$ cat config.mk
export PLATFORM = sky130hd
export DESIGN_NAME = adc_lvds_tx_emulator_flat
export DESIGN_NICKNAME = d
export VERILOG_FILES = /design/src/rtl/adc_lvds_tx_emulator_if.sv /design/src/rtl/adc_lvds_tx_emulator.sv /design/src/flat_wrapper.sv
export SDC_FILE = /design/constraint.sdc
export NUM_CORES = 1
export LEC_CHECK = 0
export ABC_AREA = 1
export CAP_MARGIN = 40
export CORE_ASPECT_RATIO = 0.8
export CORE_UTILIZATION = 25
export DETAILED_ROUTE_END_ITERATION = 12
export PLACE_DENSITY = 0.37
export RECOVER_POWER = 100
export SETUP_SLACK_MARGIN = 0.3
export SYNTH_ARGS = -nofsm -noshare
export SYNTH_HDL_FRONTEND = slang
export SYNTH_SLANG_ARGS = --single-unit
$ cat constraint.sdc
create_clock -name s_axis_aclk -period 4.1 [get_ports s_axis_aclk]
set_input_delay 1.025 -clock s_axis_aclk [delete_from_list [all_inputs] [get_ports s_axis_aclk]]
set_output_delay 1.025 -clock s_axis_aclk [all_outputs]
set_load 0.005 [all_outputs]
$ cat src/rtl/adc_lvds_tx_emulator_if.sv
// ============================================================================
// Module : adc_lvds_tx_emulator_if
// Brief  : Dual-channel AXI-stream sample bus feeding the LVDS TX emulator.
// Rev    : 1.0
// ============================================================================
`default_nettype none

interface adc_lvds_tx_emulator_if;
  logic        s_axis_tvalid_chA;
  logic        s_axis_tready_chA;
  logic [15:0] s_axis_tdata_chA;
  logic        s_axis_tvalid_chB;
  logic        s_axis_tready_chB;
  logic [15:0] s_axis_tdata_chB;

  modport master (
    output s_axis_tvalid_chA, s_axis_tdata_chA,
    output s_axis_tvalid_chB, s_axis_tdata_chB,
    input  s_axis_tready_chA, s_axis_tready_chB
  );

  modport slave (
    input  s_axis_tvalid_chA, s_axis_tdata_chA,
    input  s_axis_tvalid_chB, s_axis_tdata_chB,
    output s_axis_tready_chA, s_axis_tready_chB
  );
endinterface

`default_nettype wire

$ cat src/rtl/adc_lvds_tx_emulator.sv
// ============================================================================
// Module : adc_lvds_tx_emulator
// Brief  : AD9643-style LVDS output emulator (stream FIFOs or test patterns).
//          Optional macro ADC_TX_OFFSET_BIN_EN selects offset-binary words.
// Rev    : 1.0
// ============================================================================
`default_nettype none

module adc_lvds_tx_emulator #(
  parameter int DATA_WIDTH = 14,
  parameter int FIFO_DEPTH = 8
) (
  input  wire logic                  s_axis_aclk,
  input  wire logic                  s_axis_aresetn,
  input  wire logic                  enable,
  input  wire logic [1:0]            mode,
  adc_lvds_tx_emulator_if.slave      s_axis,
  output logic      [DATA_WIDTH-1:0] data_rise,
  output logic      [DATA_WIDTH-1:0] data_fall,
  output logic                       or_rise,
  output logic                       or_fall,
  output logic                       tx_valid,
  input  wire logic                  underrun_clr,
  output logic      [15:0]           underrun_cnt
);

  localparam int AW = $clog2(FIFO_DEPTH);

  localparam logic [1:0] MODE_STREAM  = 2'd0;
  localparam logic [1:0] MODE_COUNTER = 2'd1;
  localparam logic [1:0] MODE_TOGGLE  = 2'd2;
  localparam logic [1:0] MODE_MID     = 2'd3;

`ifdef ADC_TX_OFFSET_BIN_EN
  localparam logic [DATA_WIDTH-1:0] OB_MASK = DATA_WIDTH'(1) << (DATA_WIDTH - 1);
`else
  localparam logic [DATA_WIDTH-1:0] OB_MASK = '0;
`endif

  localparam logic [DATA_WIDTH-1:0] IDLE_WORD = OB_MASK;
  localparam logic [DATA_WIDTH-1:0] C_ONE     = DATA_WIDTH'(1);
  localparam logic [DATA_WIDTH-1:0] C_TWO     = DATA_WIDTH'(2);
  localparam logic [AW:0]           PTR_ONE   = (AW + 1)'(1);
  localparam int                    SAT_MAX   = (1 << (DATA_WIDTH - 1)) - 1;
  localparam int                    SAT_MIN   = -(1 << (DATA_WIDTH - 1));

  // Alternating bit pattern: odd=1 sets bits 1,3,5.. (0x2AAA at 14 bits).
  function automatic logic [DATA_WIDTH-1:0] alt_bits(input logic odd);
    logic [DATA_WIDTH-1:0] r;
    r = '0;
    for (int i = 0; i < DATA_WIDTH; i++) begin
      r[i] = ((i % 2) == 1) ? odd : ~odd;
    end
    return r;
  endfunction

  localparam logic [DATA_WIDTH-1:0] TOG_RISE = alt_bits(1'b1);
  localparam logic [DATA_WIDTH-1:0] TOG_FALL = alt_bits(1'b0);

  // Returns {clip_flag, output_word} for one 16-bit signed sample.
  function automatic logic [DATA_WIDTH:0] sat_word(input logic [15:0] s);
    int          v;
    logic [31:0] u;
    logic        clip;
    v    = int'($signed(s));
    clip = 1'b0;
    if (v > SAT_MAX) begin
      v    = SAT_MAX;
      clip = 1'b1;
    end else if (v < SAT_MIN) begin
      v    = SAT_MIN;
      clip = 1'b1;
    end
    u = v;
    return {clip, u[DATA_WIDTH-1:0] ^ OB_MASK};
  endfunction

  logic [15:0]           mem_a_q [FIFO_DEPTH];
  logic [15:0]           mem_b_q [FIFO_DEPTH];
  logic [AW:0]           wr_a_q, rd_a_q, wr_b_q, rd_b_q;
  logic [DATA_WIDTH-1:0] cnt_q, cnt_d;
  logic [DATA_WIDTH-1:0] rise_q, rise_d, fall_q, fall_d;
  logic                  or_rise_q, or_rise_d, or_fall_q, or_fall_d;
  logic                  valid_q, valid_d;
  logic [15:0]           urun_q, urun_d;

  logic                  stream_on;
  logic                  empty_a, empty_b, full_a, full_b;
  logic                  push_a, push_b, pop;
  logic [DATA_WIDTH:0]   sat_a, sat_b;

  assign stream_on = enable && (mode == MODE_STREAM);
  assign empty_a   = (wr_a_q == rd_a_q);
  assign empty_b   = (wr_b_q == rd_b_q);
  assign full_a    = (wr_a_q[AW] != rd_a_q[AW]) && (wr_a_q[AW-1:0] == rd_a_q[AW-1:0]);
  assign full_b    = (wr_b_q[AW] != rd_b_q[AW]) && (wr_b_q[AW-1:0] == rd_b_q[AW-1:0]);

  // Gated by reset so ready reads low while the block is held in reset.
  assign s_axis.s_axis_tready_chA = s_axis_aresetn && stream_on && !full_a;
  assign s_axis.s_axis_tready_chB = s_axis_aresetn && stream_on && !full_b;

  assign push_a = s_axis.s_axis_tvalid_chA && s_axis.s_axis_tready_chA;
  assign push_b = s_axis.s_axis_tvalid_chB && s_axis.s_axis_tready_chB;

  assign sat_a = sat_word(mem_a_q[rd_a_q[AW-1:0]]);
  assign sat_b = sat_word(mem_b_q[rd_b_q[AW-1:0]]);

  always_comb begin
    rise_d    = IDLE_WORD;
    fall_d    = IDLE_WORD;
    or_rise_d = 1'b0;
    or_fall_d = 1'b0;
    valid_d   = 1'b0;
    cnt_d     = '0;
    pop       = 1'b0;
    urun_d    = urun_q;
    if (enable) begin
      case (mode)
        MODE_STREAM: begin
          if (!empty_a && !empty_b) begin
            pop       = 1'b1;
            rise_d    = sat_a[DATA_WIDTH-1:0];
            fall_d    = sat_b[DATA_WIDTH-1:0];
            or_rise_d = sat_a[DATA_WIDTH];
            or_fall_d = sat_b[DATA_WIDTH];
            valid_d   = 1'b1;
          end else if (urun_q != 16'hFFFF) begin
            urun_d = urun_q + 16'd1;
          end
        end
        MODE_COUNTER: begin
          rise_d  = cnt_q ^ OB_MASK;
          fall_d  = (cnt_q + C_ONE) ^ OB_MASK;
          cnt_d   = cnt_q + C_TWO;
          valid_d = 1'b1;
        end
        MODE_TOGGLE: begin
          rise_d  = TOG_RISE ^ OB_MASK;
          fall_d  = TOG_FALL ^ OB_MASK;
          valid_d = 1'b1;
        end
        MODE_MID: begin
          valid_d = 1'b1;
        end
        default: begin
          valid_d = 1'b0;
        end
      endcase
    end
    if (underrun_clr) begin
      urun_d = '0;
    end
  end

  // Sample storage carries no reset; occupancy is tracked by the pointers.
  always_ff @(posedge s_axis_aclk) begin
    if (push_a) mem_a_q[wr_a_q[AW-1:0]] <= s_axis.s_axis_tdata_chA;
    if (push_b) mem_b_q[wr_b_q[AW-1:0]] <= s_axis.s_axis_tdata_chB;
  end

  always_ff @(posedge s_axis_aclk or negedge s_axis_aresetn) begin
    if (!s_axis_aresetn) begin
      wr_a_q <= '0;
      rd_a_q <= '0;
      wr_b_q <= '0;
      rd_b_q <= '0;
    end else if (!stream_on) begin
      wr_a_q <= '0;
      rd_a_q <= '0;
      wr_b_q <= '0;
      rd_b_q <= '0;
    end else begin
      if (push_a) wr_a_q <= wr_a_q + PTR_ONE;
      if (push_b) wr_b_q <= wr_b_q + PTR_ONE;
      if (pop) begin
        rd_a_q <= rd_a_q + PTR_ONE;
        rd_b_q <= rd_b_q + PTR_ONE;
      end
    end
  end

  always_ff @(posedge s_axis_aclk or negedge s_axis_aresetn) begin
    if (!s_axis_aresetn) begin
      cnt_q     <= '0;
      rise_q    <= IDLE_WORD;
      fall_q    <= IDLE_WORD;
      or_rise_q <= 1'b0;
      or_fall_q <= 1'b0;
      valid_q   <= 1'b0;
      urun_q    <= '0;
    end else begin
      cnt_q     <= cnt_d;
      rise_q    <= rise_d;
      fall_q    <= fall_d;
      or_rise_q <= or_rise_d;
      or_fall_q <= or_fall_d;
      valid_q   <= valid_d;
      urun_q    <= urun_d;
    end
  end

  assign data_rise    = rise_q;
  assign data_fall    = fall_q;
  assign or_rise      = or_rise_q;
  assign or_fall      = or_fall_q;
  assign tx_valid     = valid_q;
  assign underrun_cnt = urun_q;

endmodule

`default_nettype wire

$ cat src/flat_wrapper.sv
// flat-port wrapper written by rule: the top's interface ports become plain ports
module adc_lvds_tx_emulator_flat 
#(
  parameter int DATA_WIDTH = 14,
  parameter int FIFO_DEPTH = 8
)
  (s_axis_aclk, s_axis_aresetn, enable, mode, data_rise, data_fall, or_rise, or_fall, tx_valid, underrun_clr, underrun_cnt, s_axis_s_axis_tvalid_chA, s_axis_s_axis_tdata_chA, s_axis_s_axis_tvalid_chB, s_axis_s_axis_tdata_chB, s_axis_s_axis_tready_chA, s_axis_s_axis_tready_chB);
  adc_lvds_tx_emulator_if s_axis_i ();
  input  wire logic s_axis_aclk;
  input  wire logic s_axis_aresetn;
  input  wire logic enable;
  input  wire logic [1:0] mode;
  output logic      [DATA_WIDTH-1:0] data_rise;
  output logic      [DATA_WIDTH-1:0] data_fall;
  output logic or_rise;
  output logic or_fall;
  output logic tx_valid;
  input  wire logic underrun_clr;
  output logic      [15:0] underrun_cnt;
  input wire logic [$bits(s_axis_i.s_axis_tvalid_chA)-1:0] s_axis_s_axis_tvalid_chA;
  input wire logic [$bits(s_axis_i.s_axis_tdata_chA)-1:0] s_axis_s_axis_tdata_chA;
  input wire logic [$bits(s_axis_i.s_axis_tvalid_chB)-1:0] s_axis_s_axis_tvalid_chB;
  input wire logic [$bits(s_axis_i.s_axis_tdata_chB)-1:0] s_axis_s_axis_tdata_chB;
  output wire logic [$bits(s_axis_i.s_axis_tready_chA)-1:0] s_axis_s_axis_tready_chA;
  output wire logic [$bits(s_axis_i.s_axis_tready_chB)-1:0] s_axis_s_axis_tready_chB;
  assign s_axis_i.s_axis_tvalid_chA = s_axis_s_axis_tvalid_chA;
  assign s_axis_i.s_axis_tdata_chA = s_axis_s_axis_tdata_chA;
  assign s_axis_i.s_axis_tvalid_chB = s_axis_s_axis_tvalid_chB;
  assign s_axis_i.s_axis_tdata_chB = s_axis_s_axis_tdata_chB;
  assign s_axis_s_axis_tready_chA = s_axis_i.s_axis_tready_chA;
  assign s_axis_s_axis_tready_chB = s_axis_i.s_axis_tready_chB;
  adc_lvds_tx_emulator #(.DATA_WIDTH(DATA_WIDTH), .FIFO_DEPTH(FIFO_DEPTH)) u_core (.s_axis_aclk(s_axis_aclk), .s_axis_aresetn(s_axis_aresetn), .enable(enable), .mode(mode), .s_axis(s_axis_i), .data_rise(data_rise), .data_fall(data_fall), .or_rise(or_rise), .or_fall(or_fall), .tx_valid(tx_valid), .underrun_clr(underrun_clr), .underrun_cnt(underrun_cnt));
endmodule
# Word level (Yosys, flattened, before mapping)

Memory sizes are Yosys's and may differ from the RTL's.
Index checks and enable logic that the tools add are counted.

Register bits after elaboration: 77
Bits in latches: 0
Bits in writable memories: 256
ROM bits: 0
Input port bits: 40
Output and inout bits: 49
Word-level logic and storage cells: 101
Memories: 2

Memory list:

| memory         | words | width | rd ports | clocked after memory_dff | write ports | RTL line                   | text |
|---|---|---|---|---|---|---|---|
| u_core.mem_a_q | 8     | 16    | 1        | 0                        | 1           | adc_lvds_tx_emulator.sv:78 | `logic [15:0] mem_a_q [FIFO_DEPTH];` |
| u_core.mem_b_q | 8     | 16    | 1        | 0                        | 1           | adc_lvds_tx_emulator.sv:79 | `logic [15:0] mem_b_q [FIFO_DEPTH];` |

Add/sub/neg operators: 7
Multipliers: 0
Divide/modulo/power cells: 0
Magnitude comparators: 4
Equality and inequality tests: 14
Shift-type cells: 0
Multiplexer cells: 44
Bitwise gates (word level): 0
Reductions and logical operators: 19

Operators by type and width:

| operator              | count |
|---|---|
| $mux 14               | 10 |
| $pmux 14 s3           | 2 |
| $mux 16               | 5 |
| $gt 16x14->1 const B  | 2 |
| $lt 16x14->1 const B  | 2 |
| $mux 4                | 8 |
| $mux 1                | 18 |
| $add 16x1->16 const B | 1 |
| $add 4x1->4 const B   | 4 |
| $ne 16x16->1 const B  | 1 |
| $add 14x1->14 const B | 1 |
| $add 14x2->14 const B | 1 |
| $logic_and 1x1->1     | 9 |
| $eq 4x4->1            | 2 |
| $ne 2x2->1 const B    | 4 |
| $eq 3x3->1            | 2 |
| $reduce_bool 2->1     | 3 |
| $eq 2x2->1 const B    | 2 |
| $logic_not 1->1       | 4 |
| $reduce_and 4->1      | 1 |
| $reduce_or 3->1       | 1 |
| $eq 2x1->1 const B    | 1 |
| $logic_not 2->1       | 1 |
| $ne 1x1->1            | 2 |
| $pmux 1 s2            | 1 |

# Logic depth before layout (Yosys ltp)

Depth after elaboration: 8
Gate-level depth with buffers: 15
Depth with buffers taken out: 12

# Worst setup path before layout

OpenSTA, ideal clock, no wires.

Path type: input to register
Start: input port mode[0]
End: memory u_core.mem_a_q[6][0] (enable)
Setup time: 409 ps
Arrival time: 3206 ps
Required time: 3691 ps
Slack: 485 ps
Stages: 8
Buffers on the path: 0
Cells stage by stage: inv_1 > ha_1 > nand2_1 > nor2_1 > nand3_1 > inv_1 > nand2_1 > nor3_1

Cells in the longest elaborated chain, start to end: 7

Ends and longest elaborated chain:

| what                           | RTL line                    | text |
|---|---|---|
| from (decl)                    | flat_wrapper.sv:12          | `input wire logic [1:0] mode;` |
| $logic_not 2->1                | adc_lvds_tx_emulator.sv:92  | `assign stream_on = enable && (mode == MODE_STREAM);` |
| $logic_and 1x1->1              | adc_lvds_tx_emulator.sv:92  |  |
| $logic_and 1x1->1 (2 in a row) | adc_lvds_tx_emulator.sv:99  | `assign s_axis.s_axis_tready_chA = s_axis_aresetn && stream_on && !full_a;` |
| $logic_and 1x1->1              | adc_lvds_tx_emulator.sv:102 | `assign push_a = s_axis.s_axis_tvalid_chA && s_axis.s_axis_tready_chA;` |
| $mux 1                         | adc_lvds_tx_emulator.sv:157 | `if (push_a) mem_a_q[wr_a_q[AW-1:0]] <= s_axis.s_axis_tdata_chA;` |
| $mux 1 (not written as such)   | adc_lvds_tx_emulator.sv:157 |  |
| to (decl)                      | adc_lvds_tx_emulator.sv:78  |  |

No other way between the ends.

# Final worst setup path

Start: input port mode[1]
End: output port s_axis_s_axis_tready_chA

Cells in the longest elaborated chain, start to end: 4

Ends and longest elaborated chain:

| what                           | RTL line                   | text |
|---|---|---|
| $logic_not 2->1                | adc_lvds_tx_emulator.sv:92 |  |
| $logic_and 1x1->1              | adc_lvds_tx_emulator.sv:92 |  |
| $logic_and 1x1->1 (2 in a row) | adc_lvds_tx_emulator.sv:99 |  |
| to (decl)                      | flat_wrapper.sv:24         | `output wire logic [$bits(s_axis_i.s_axis_tready_chA)-1:0] s_axis_s_axis_tready_chA;` |

No other way between the ends.

==> results.cfg <==
[hold_path]
hold_start = u_core.wr_a_q[3]
holdPathEnd = u_core.wr_a_q[3]
holdPathStages = 1
holdCritPathClass = reg -> reg

[detailed_routing]
wl_met3_um = 1440
wl_met2_um = 16700
final_antenna_net_count = 0
drc = 0
vias = 9629
top_layer = met4
drt_iter0_drc = 644
wl_per_cell_um = 18.2
wl_um = 40100
via_per_inst = 4.37
drt_first_pass_iters = 4
wirelength_met1_um = 21100

[layout]
layout-drive-gt1-share_pct = 6.46
antenna_cells = 0
fill_cells = 5862
regArea_sq_um = 9590
syn_to_final_growth_pct = 20.4
stdcell_area_sq_um = 17100
layout.cells.non_filler = 2204
final_nets = 1474
multi_input_area_sq_um = 3960

[grt]
grt_max_degree = 49
overflow = 0
grt_antenna_before_repair = 1
grt_pass1_vias = 9544
track_usage_pct = 14.1
grt_pass1_wl_um = 61000

[power_and_ir_drop]
peakVddDrop_mv = 0.186
power_density_nw_per_um2 = 435
p_leak_nw = 6.50

[status]
violations = capacitance limit, slew limit
outcome = finished, violations left

[place]
io_buffers = 88
place_ws_ps = 278
dp.cells = 2132
placed_cell_area_sq_um = 16000
dp_hpwl_um = 26100
gp_congestion = 0.783

[clock_network]
cts_root_buf = clkbuf_16
cts_tree = built
cts.sinks = 332
hold_buffers = 0
cts_setup_buffers = 0
cts-htree-levels = 2
cts_buffers = 39
insertion_delay_ps = 560
clk_path_buf_depth = 3
path_clk_slew_ps = 60

[timing]
min_period_ps = 3660
rsz0062_at_grt = no
slew_violations = 78
setup-tns-final_ps = 0
finalCritPeriodShare_pct = 89.2
fin_ws_ps = 442
tightest_slew_ps = 1900
hold_viol = 0
fin_skew_ps = 22.1
slew_headroom_pct = -26.8
setup_viol = 0
max_freq_ghz = 0.273

[worst_setup_path]
crit_type = in -> out
reg2reg_to = u_core.data_fall[11]
rrSetupSlack_ps = 680
worst_ep_arrival_time_ps = 2630
timing.reg2reg.worst_path_depth = 10
crit_fanout = 4
setup.worst_path.end_class = output port
critPathLaunchType = primary input
worst_ep_required_time_ps = 3070
reg2reg_from = u_core.rd_b_q[0]

[logic_synthesis]
synthCells = 1324
netlist_area_sq_um = 14200
async_reset_ff_share_pct = 22.9
yosysWarnings = 0
synth-edff-count = 256
syn_nets = 1375
ys.flop_type = edfxtp_1
synth_seq_cells = 332
avgSynthCellArea_sq_um = 10.7
synth_seq_area_share_pct = 67.6
yosys.cell_types.count = 39

[floorplan]
dieArea_sq_um = 57700
ios = 89
core_sq_um = 55700
start_util_pct = 25.5
die-height_um = 215
num_rows = 77
fp.dieW_um = 268

[job]
maxCapViolCount = 3
## logic make-up after synthesis
| group | Yosys count | synth area share (%) |
|---|---|---|
| simple gates | 596 | 17.1 |
| compound gates | 231 | 8.67 |
| fa+ha+maj | 11 | 0.970 |
| flops | 332 | 67.6 |
| buf+inv | 133 | 4.37 |
| xor+xnor | 21 | 1.30 |
## worst max-delay path, stage by stage
cell and delay, ps:
clkdlybuf4s25_1 270, inv_1 120, ha_1 180, nand2_1 70, nor2_1 250, nand2_1 100, inv_1 60, dlygate4sd3_1 560
## cell usage after synthesis (2+ instances only)
| cell type | n | share of area, % |
|---|---|---|
| a21oi_1 | 36 | 1.3 |
| a31oi_1 | 8 | 0.35 |
| buf_1 | 2 | 0.053 |
| buf_2 | 15 | 0.53 |
| buf_4 | 11 | 0.58 |
| buf_6 | 6 | 0.48 |
| clkbuf_1 | 27 | 0.71 |
| clkinv_1 | 4 | 0.11 |
| dfrtp_1 | 76 | 13 |
| edfxtp_1 | 256 | 54 |
| ha_1 | 11 | 0.97 |
| inv_1 | 59 | 1.6 |
| inv_2 | 6 | 0.16 |
| nand2_1 | 311 | 8.2 |
| nand2_2 | 4 | 0.18 |
| nand2_4 | 3 | 0.24 |
| nand3_1 | 63 | 2.2 |
| nand4_1 | 4 | 0.18 |
| nor2_1 | 188 | 5.0 |
| nor2_2 | 3 | 0.13 |
| nor3_1 | 14 | 0.49 |
| o21a_1 | 6 | 0.32 |
| o21ai_0 | 124 | 4.4 |
| o21ai_1 | 25 | 0.88 |
| o21ai_2 | 2 | 0.12 |
| o22ai_1 | 28 | 1.2 |
| xnor2_1 | 8 | 0.49 |
| xor2_1 | 13 | 0.80 |
## sequential cells by signal (all words and copies together), names as in the netlist
signal and flops:
u_core.tx_valid 1, u_core.wr_a_q 4, u_core.mem_a_q 128, u_core.mem_b_q 128, u_core.or_fall 1, u_core.data_fall 14
u_core.underrun_cnt 16, u_core.rd_a_q 4, u_core.data_rise 14, u_core.wr_b_q 4, u_core.or_rise 1, u_core.cnt_q 13
u_core.rd_b_q 4
## how the worst max path moves through the flow
| stage | from | to | slack [ps] | cells past startpoint |
|---|---|---|---|---|
| 6_report | mode[1] | s_axis_s_axis_tready_chA | 440 | 8 |
| 2_1_floorplan | mode[0] | u_core.mem_a_q[6][0] | 490 | 8 |
| 5_1_grt | mode[1] | s_axis_s_axis_tready_chA | 270 | 8 |
| 4_1_cts | mode[0] | s_axis_s_axis_tready_chB | 350 | 8 |
| 3_5_place_dp | mode[0] | s_axis_s_axis_tready_chB | 280 | 8 |
| 3_3_place_gp | mode[0] | s_axis_s_axis_tready_chB | 300 | 8 |
## layer usage
layer | up-vias | track usage, %
met4 | 0 | 4.30
met1 | 4683 | 21.8
li1 | 4730 | -
met5 | - | 0
met3 | 53 | 2.18
met2 | 163 | 19.9
## report_power, final
group / internal, mW / switching (mW)
combinational: 0.0796 / 0.188
clock: 2.11 / 1.39
sequential: 3.64 / 0.0167
total: 5.83 / 1.59
## stage by stage
step	total power, mW	hold slack, ps	utilization (%)
after global placement	4.02	480	28.6
after CTS	7.56	492	30.9
final	7.43	491	30.7
after detailed placement	4.02	485	28.6
after global routing	7.69	513	30.7
after floorplan	3.85	456	-
## final cells by class
cell class | count | share of cell area, %
Sequential cell | 332 | 56.1
Multi-Input combinational cell | 859 | 23.2
Clock buffer | 58 | 6.43
Timing Repair Buffer | 121 | 6.15
Tap cell | 750 | 5.49
Inverter | 70 | 1.55
Clock inverter | 14 | 1.05
## cell usage in the layout, fill, tap and decap left out, types with 2 or more instances in the layout
cell / synthesis / layout
nand2_2: 4 / 3
xnor2_1: 8 / 8
o21ai_1: 25 / 8
a31oi_1: 8 / 8
dlygate4sd3_1: 0 / 80
dfrtp_2: 0 / 2
bufinv_16: 0 / 4
nand2_1: 311 / 315
clkbuf_16: 0 / 40
edfxtp_1: 256 / 256
clkdlybuf4s50_1: 0 / 5
o21a_1: 6 / 6
o21ai_0: 124 / 142
a21oi_1: 36 / 36
inv_2: 6 / 7
nor2_1: 188 / 182
nor3_2: 1 / 2
clkinv_2: 0 / 4
xor2_1: 13 / 13
o22ai_1: 28 / 28
buf_4: 11 / 13
nand3_1: 63 / 63
clkbuf_8: 0 / 3
dfrtp_1: 76 / 74
nor3_1: 14 / 13
ha_1: 11 / 11
inv_1: 59 / 58
clkbuf_1: 27 / 36
nand4_1: 4 / 4
nor2_2: 3 / 10
clkinv_1: 4 / 8
## repair_timing
item,in CTS,in global routing
endpoints found under the setup margin,2,2
resized for setup,1,6
pin swaps,0,1
(Power assumes the default switching activity.)
